--- src/rtl/reg_seq_pkg.sv ---
// Shared constants for the register-stack bring-up sequencer: FSM state
// encoding, the four fill base patterns and the used address range.
// REG_SEQ_VERIFY_EN (see reg_stack_sequencer) enables the readback state.
package reg_seq_pkg;

    // FSM state encoding, also presented on the sequencer's state_dbg port.
    localparam logic [1:0] ST_IDLE   = 2'd0;
    localparam logic [1:0] ST_FILL   = 2'd1;
    localparam logic [1:0] ST_VERIFY = 2'd2;
    localparam logic [1:0] ST_SCAN   = 2'd3;

    // Base patterns selected by Mode when a fill starts.
    localparam logic [31:0] PAT_MODE0 = 32'h1234_5678;
    localparam logic [31:0] PAT_MODE1 = 32'hFFFF_FFFF;
    localparam logic [31:0] PAT_MODE2 = 32'hF0F0_F0F0;
    localparam logic [31:0] PAT_MODE3 = 32'h0000_007F;

    // Register 0 is never written or scanned.
    localparam int unsigned FIRST_ADDR = 1;
    localparam int unsigned LAST_ADDR  = 31;

    function automatic logic [31:0] pattern_for_mode(input logic [1:0] mode);
        logic [31:0] p;
        case (mode)
            2'b00:   p = PAT_MODE0;
            2'b01:   p = PAT_MODE1;
            2'b10:   p = PAT_MODE2;
            default: p = PAT_MODE3;
        endcase
        return p;
    endfunction

endpackage

--- src/rtl/reg_stack_sequencer_dwell_timer.sv ---
// dwell_timer: terminal-count counter running 0..CYCLES-1 while enabled.
// tc is high in the enabled cycle that holds the terminal count, so one tc
// pulse occurs every CYCLES enabled cycles. clr forces the count to 0.
module dwell_timer #(
    parameter int unsigned CYCLES = 25_000_000
) (
    input  logic CLK,
    input  logic Reset,
    input  logic clr,
    input  logic en,
    output logic tc
);

    localparam int unsigned CNT_W = (CYCLES > 2) ? $clog2(CYCLES) : 1;
    localparam logic [CNT_W-1:0] CNT_LAST = CNT_W'(CYCLES - 1);

    logic [CNT_W-1:0] count;

    assign tc = en && (count == CNT_LAST);

    // Count enabled cycles, wrapping to 0 after the terminal count.
    always_ff @(posedge CLK) begin
        if (Reset || clr) begin
            count <= '0;
        end else if (en) begin
            count <= tc ? '0 : count + 1'b1;
        end
    end

endmodule

--- src/rtl/reg_stack_sequencer.sv ---
// reg_stack_sequencer: fills registers 1..31 of the register stack with
// base pattern + address, optionally reads them back (REG_SEQ_VERIFY_EN),
// then scans read port A at the dwell rate for the display path.
//
// Handshake: Start is a single-cycle request accepted only in IDLE or SCAN
// (ignored while Busy); the sequence answers with a one-cycle Done pulse in
// the first SCAN cycle. There is no back-pressure on either side.
module reg_stack_sequencer
    import reg_seq_pkg::*;
#(
    parameter int DATA_W       = 32,
    parameter int ADDR_W       = 5,
    parameter int DWELL_CYCLES = 25_000_000
) (
    input  logic              CLK,
    input  logic              Reset,
    input  logic              Start,
    input  logic [1:0]        Mode,
    input  logic              Hold,
    input  logic [DATA_W-1:0] R_Data_A,
    output logic              Write_Reg,
    output logic [ADDR_W-1:0] W_Addr,
    output logic [DATA_W-1:0] W_Data,
    output logic [ADDR_W-1:0] R_Addr_A,
    output logic [DATA_W-1:0] Disp_Data,
    output logic              Busy,
    output logic              Done,
`ifdef REG_SEQ_VERIFY_EN
    output logic              Err,
`endif
    output logic [1:0]        state_dbg
);

    localparam logic [ADDR_W-1:0] ADDR_FIRST = ADDR_W'(FIRST_ADDR);
    localparam logic [ADDR_W-1:0] ADDR_LAST  = ADDR_W'(LAST_ADDR);

    logic [1:0]        state;
    logic [ADDR_W-1:0] addr;
    logic [ADDR_W-1:0] scan_addr;
    logic [DATA_W-1:0] base;
    logic [DATA_W-1:0] addr_word;
    logic [DATA_W-1:0] disp_r;
    logic              done_r;
    logic              scanning;
    logic              dwell_tc;
`ifdef REG_SEQ_VERIFY_EN
    logic              err_r;
`endif

    // Word expected at the current fill/verify address.
    assign addr_word = base + DATA_W'(addr);
    assign scanning  = (state == ST_SCAN);

    dwell_timer #(
        .CYCLES (DWELL_CYCLES)
    ) u_dwell (
        .CLK   (CLK),
        .Reset (Reset),
        .clr   (!scanning),
        .en    (scanning && !Hold),
        .tc    (dwell_tc)
    );

    // Sequencer FSM plus its address, base, display and flag registers.
    always_ff @(posedge CLK) begin
        if (Reset) begin
            state     <= ST_IDLE;
            addr      <= '0;
            scan_addr <= '0;
            base      <= '0;
            disp_r    <= '0;
            done_r    <= 1'b0;
`ifdef REG_SEQ_VERIFY_EN
            err_r     <= 1'b0;
`endif
        end else begin
            done_r <= 1'b0;
            case (state)
                ST_IDLE: begin
                    if (Start) begin
                        base   <= DATA_W'(pattern_for_mode(Mode));
                        addr   <= ADDR_FIRST;
                        disp_r <= '0;
`ifdef REG_SEQ_VERIFY_EN
                        err_r  <= 1'b0;
`endif
                        state  <= ST_FILL;
                    end
                end
                ST_FILL: begin
                    if (addr == ADDR_LAST) begin
                        addr <= ADDR_FIRST;
`ifdef REG_SEQ_VERIFY_EN
                        state <= ST_VERIFY;
`else
                        scan_addr <= ADDR_FIRST;
                        done_r    <= 1'b1;
                        state     <= ST_SCAN;
`endif
                    end else begin
                        addr <= addr + 1'b1;
                    end
                end
`ifdef REG_SEQ_VERIFY_EN
                ST_VERIFY: begin
                    if (R_Data_A != addr_word) begin
                        err_r <= 1'b1;
                    end
                    if (addr == ADDR_LAST) begin
                        scan_addr <= ADDR_FIRST;
                        done_r    <= 1'b1;
                        state     <= ST_SCAN;
                    end else begin
                        addr <= addr + 1'b1;
                    end
                end
`endif
                ST_SCAN: begin
                    if (Start) begin
                        base   <= DATA_W'(pattern_for_mode(Mode));
                        addr   <= ADDR_FIRST;
                        disp_r <= '0;
`ifdef REG_SEQ_VERIFY_EN
                        err_r  <= 1'b0;
`endif
                        state  <= ST_FILL;
                    end else begin
                        disp_r <= R_Data_A;
                        if (dwell_tc) begin
                            scan_addr <= (scan_addr == ADDR_LAST) ? ADDR_FIRST
                                                                  : scan_addr + 1'b1;
                        end
                    end
                end
                default: state <= ST_IDLE;
            endcase
        end
    end

    // Register-stack ports decoded from the current state.
    always_comb begin
        Write_Reg = 1'b0;
        W_Addr    = '0;
        W_Data    = '0;
        R_Addr_A  = '0;
        case (state)
            ST_FILL: begin
                Write_Reg = 1'b1;
                W_Addr    = addr;
                W_Data    = addr_word;
            end
            ST_VERIFY: R_Addr_A = addr;
            ST_SCAN:   R_Addr_A = scan_addr;
            default:   ;
        endcase
    end

    assign Busy      = (state == ST_FILL) || (state == ST_VERIFY);
    assign Done      = done_r;
    assign Disp_Data = disp_r;
    assign state_dbg = state;
`ifdef REG_SEQ_VERIFY_EN
    assign Err       = err_r;
`endif

endmodule

--- config.mk ---
export PLATFORM = sky130hd
export DESIGN_NAME = reg_stack_sequencer
export DESIGN_NICKNAME = d
export VERILOG_FILES = /design/src/rtl/reg_seq_pkg.sv /design/src/rtl/reg_stack_sequencer_dwell_timer.sv /design/src/rtl/reg_stack_sequencer.sv
export SDC_FILE = /design/constraint.sdc
export NUM_CORES = 1
export LEC_CHECK = 0
export ABC_AREA = 1
export CAP_MARGIN = 20
export CORE_MARGIN = 1
export CORE_UTILIZATION = 40
export DETAILED_ROUTE_END_ITERATION = 7
export PLACE_DENSITY = 0.71
export SLEW_MARGIN = 20
export SYNTH_ARGS = -nofsm -noshare
export SYNTH_HDL_FRONTEND = slang
export SYNTH_SLANG_ARGS = --single-unit
--- constraint.sdc ---
create_clock -name CLK -period 2.2 [get_ports CLK]
set_input_delay 0.44 -clock CLK [delete_from_list [all_inputs] [get_ports CLK]]
set_output_delay 0.44 -clock CLK [all_outputs]
set_load 0.01 [all_outputs]
==> reports/qor.yml <==
place:
  globalplace.congestion: 0.881
  io_buffers: 116
  total_placed_instance_area_um2: 5840
  dp_hpwl_mm: 9.09
synthesis:
  synth.yosys.warnings: 0
  synth.ff_latch_count: 77
  yosysTopAreaCell: "dfxtp_1"
  synth-adder-area-share: 0.0621
  yosys-mux-area-fraction: 0.00230
  synth_area_per_cell_um2: 6.95
  post_synthesis_xor_xnor_area_fraction: 0.0161
  yosys-top-cells-area: "dfxtp_1, nand2_1, nor2_1"
  yosysTopAreaCellShare: 0.354
  postSynthCellCount: 627
  synth_flop_cell: "dfxtp_1"
  synthSimpleGateAreaFrac: 0.321
  part_of_the_yosys_area_used_for_sequential_elements: 0.354
  synth_compound_gate_area_share: 0.153
  ys_types: 37
  synth_edf_count: 0
  synth_top_family_by_area: "simple AND/OR/NAND/NOR gates"
  async_reset_ff_frac: 0
  post_synthesis_net_count: 686
  post_synth_instance_area_um2: 4360
pwr:
  power_leakage_nw: 2.53
  ir_worst_vdd_v: 0.000343
  power.switching_fraction: 0.324
  clock_power_share: 0.312
  power.switching_w: 0.00121
  power.total_w: 0.00374
  power.share.combinational: 0.281
  internal_power_w: 0.00253
  power-per-cell-area_nw_per_um2: 607
  seqPwrFrac: 0.407
finish:
  final_area_um2: 6170
  layout.nets: 836
  nFillCells: 959
  final_layout_size_suffix_gt1_frac: 0.213
  final_core_util: 0.589
  diodes: 0
  syn2layout_area_growth_pct: 41.6
global_routing:
  grt_max_degree: 38
  number_of_global_route_vias_before_repair: 4458
  grt_first_pass_wirelength_mm: 20.8
  globalRouteOverflowTotal: 0
  antenna_found_initial: 0
  groute.usage.overall: 0.229
timing:
  finalMaxSlewViolations: 0
  post_route_skew_ns: 0.00928
  worst_case_setup_margin_in_the_final_layout_ns: -0.392
  final-setup-viol-count: 29
  timing_worst_slew_pin_value_ns: 0.415
  final.hold.worst_slack_ns: 0.494
  achievable_frequency_ghz: 0.386
  hold_viol_final: 0
  rsz0062_at_grt: "yes"
  final.min_clock_period_ns: 2.59
  final.period_utilization: 1.18
  relSlewSlack: 0.723
detailed_routing:
  post_drt_wl_per_cell_um: 13.7
  detail_route.drc_violations: 0
  antenna_violating_nets_post_route: 0
  initialDrtViolationCount: 294
  post_drt_via_cell_ratio: 5.03
  detailed_routing_iterations_pass_1: 5
  detail_route.wirelength_mm: 12.6
  via_count_of_the_routed_design: 4613
die:
  floorplan.initialDensity: 0.416
  top_level_ports: 117
  design.core.area_um2: 10500
  count_of_standard_cell_rows: 37
  die_x_um: 106
  die_h_um: 106
  die_area_um2: 11300
clock_tree:
  path_clk_slew_ns: 0.08
  cts-buffers-inserted: 9
  cts_hold_buf: 0
  cts_max_level: 3
  clk_path_buf_depth: 2
  clkSinkCount: 77
  tritoncts: "done"
  clk-insertion-delay-late_ns: 0.35
  ctsRootBufferMaster: "clkbuf_8"
setup_path:
  worstSetupStartpoint: "base[2]"
  crit_path_max_fanout: 7
  worst_ep_arrival_time_ns: 2.15
  rr_startpoint: "state_dbg[1]"
  required_ns: 1.76
  startpoint_type: "register"
  timing.setup.critical_path_class: "reg2out"
  setup.worst_path.end_class: "output pin"
  r2r_setup_slack_ns: 0.25
  worst-r2r-cell-count: 7
  r2r_endpoint: "u_dwell.count[2]"
min_path:
  min_to: "u_dwell.count[2]"
  worstHoldPathType: "reg2reg"
  hold-path-cell-count: 2
  launch_instance_of_the_worst_min_delay_path: "u_dwell.count[2]"
flow_run:
  max_cap_violations: 0
status:
  failed_checks: "negative setup slack"
  outcome: "finished, violations left"
==> cell usage in the layout (no fill, tap or decap), drive strengths merged, types with 2 or more instances in the layout <==
master,count
buf,79
clkbuf,12
nor3,8
o211ai,32
xor2,8
nor3b,3
a21oi,59
dfxtp,77
o22ai,2
nand4,8
clkdlybuf4s50,75
dlygate4sd2,5
nand3,57
inv,74
nand2,121
o21ai,15
bufinv,2
nor2,110
ha,20
clkinv,4
==> power groups by stage <==
stage	Combinational (W)	Clock [W]	Sequential, W
after global placement	0.00101	0	0.00154
after floorplan	0.000529	0	0.00155
final	0.00105	0.00117	0.00152
after detailed placement	0.00102	0	0.00154
after CTS	0.00103	0.00120	0.00152
after global routing	0.00115	0.00127	0.00153
==> cell families (layout without fill, tap and decap cells) <==
| kind of cell | Yosys count | in the layout |
|---|---|---|
| and+or+nand+nor | 307 | 308 |
| xor gates and xnor gates | 8 | 8 |
| buffers and inverters | 100 | 253 |
| adders and majority gates | 21 | 21 |
| DFF | 77 | 77 |
| AOI/OAI and AO/OA | 113 | 113 |
| muxes | 1 | 1 |
==> state kept, by name, indices dropped and copies added (netlist names) <==
name and cells:
u_dwell.count 25, Done 1, Disp_Data 32, scan_addr 5, addr 5, base 7, state_dbg 2
==> synthesized netlist by cell type (5+ instances only) <==
cell type,instances
ha_1,20
xor2_1,8
nand2_1,111
nor2_2,5
nor2_1,98
inv_1,67
buf_2,8
nor2_4,5
a21oi_1,59
o21ai_0,13
nor3_1,8
dfxtp_1,77
nand4_1,8
inv_2,5
nand2_2,6
nand3_1,57
clkbuf_1,12
o211ai_1,32
==> critical path, cell delays in order (launching register included) <==
cell	delay, ns
dfxtp_4	0.38
buf_6	0.12
inv_4	0.04
fa_2	0.35
inv_2	0.08
nand3_2	0.08
nand2_2	0.09
nand2_2	0.06
nand2_2	0.09
nand2_2	0.06
nor2_1	0.09
buf_4	0.16
nor3_2	0.05
buf_2	0.15
==> final cells by class <==
cell class                 instances  area, µm²  area share
multi-input combinational        451       2580       0.418
sequential                        77       1550       0.251
timing repair buffer             164       1380       0.223
inverter                          74        283      0.0459
tap                              136        170      0.0276
clock buffer                       9        124      0.0201
clock inverter                     6       87.6      0.0142
==> metrics by stage <==
stage / std cells / worst slack, ns / TNS, ns
3_3_place_gp: 889 / -0.366 / -7.16
2_1_floorplan: 627 / 0.00128 / 0
3_5_place_dp: 889 / -0.409 / -9.15
5_1_grt: 917 / -0.489 / -11.29
6_report: 917 / -0.392 / -7.98
4_1_cts: 916 / -0.323 / -7.37
==> per-layer routing <==
metal	track usage	share of wire
met3	0.0613	0.056
met2	0.397	0.50
met1	0.259	0.42
met4	0.108	0.032
met5	0	0
==> timing repair <==
action | in CTS | in global routing
setup buffers | 14 | 1
setup endpoints to repair | 44 | 40
gates resized for setup | 175 | 23
cloned | 1 | 0
pin swaps | 16 | 9
==> how the worst max path moves through the flow <==
stage / to / cells past startpoint
after floorplan: W_Data[16] / 11
after global placement: W_Data[8] / 13
after detailed placement: W_Data[8] / 13
after CTS: W_Data[31] / 11
after global routing: W_Data[30] / 13
final: W_Data[12] / 13
Note: power is estimated with default switching activity, not from simulation.
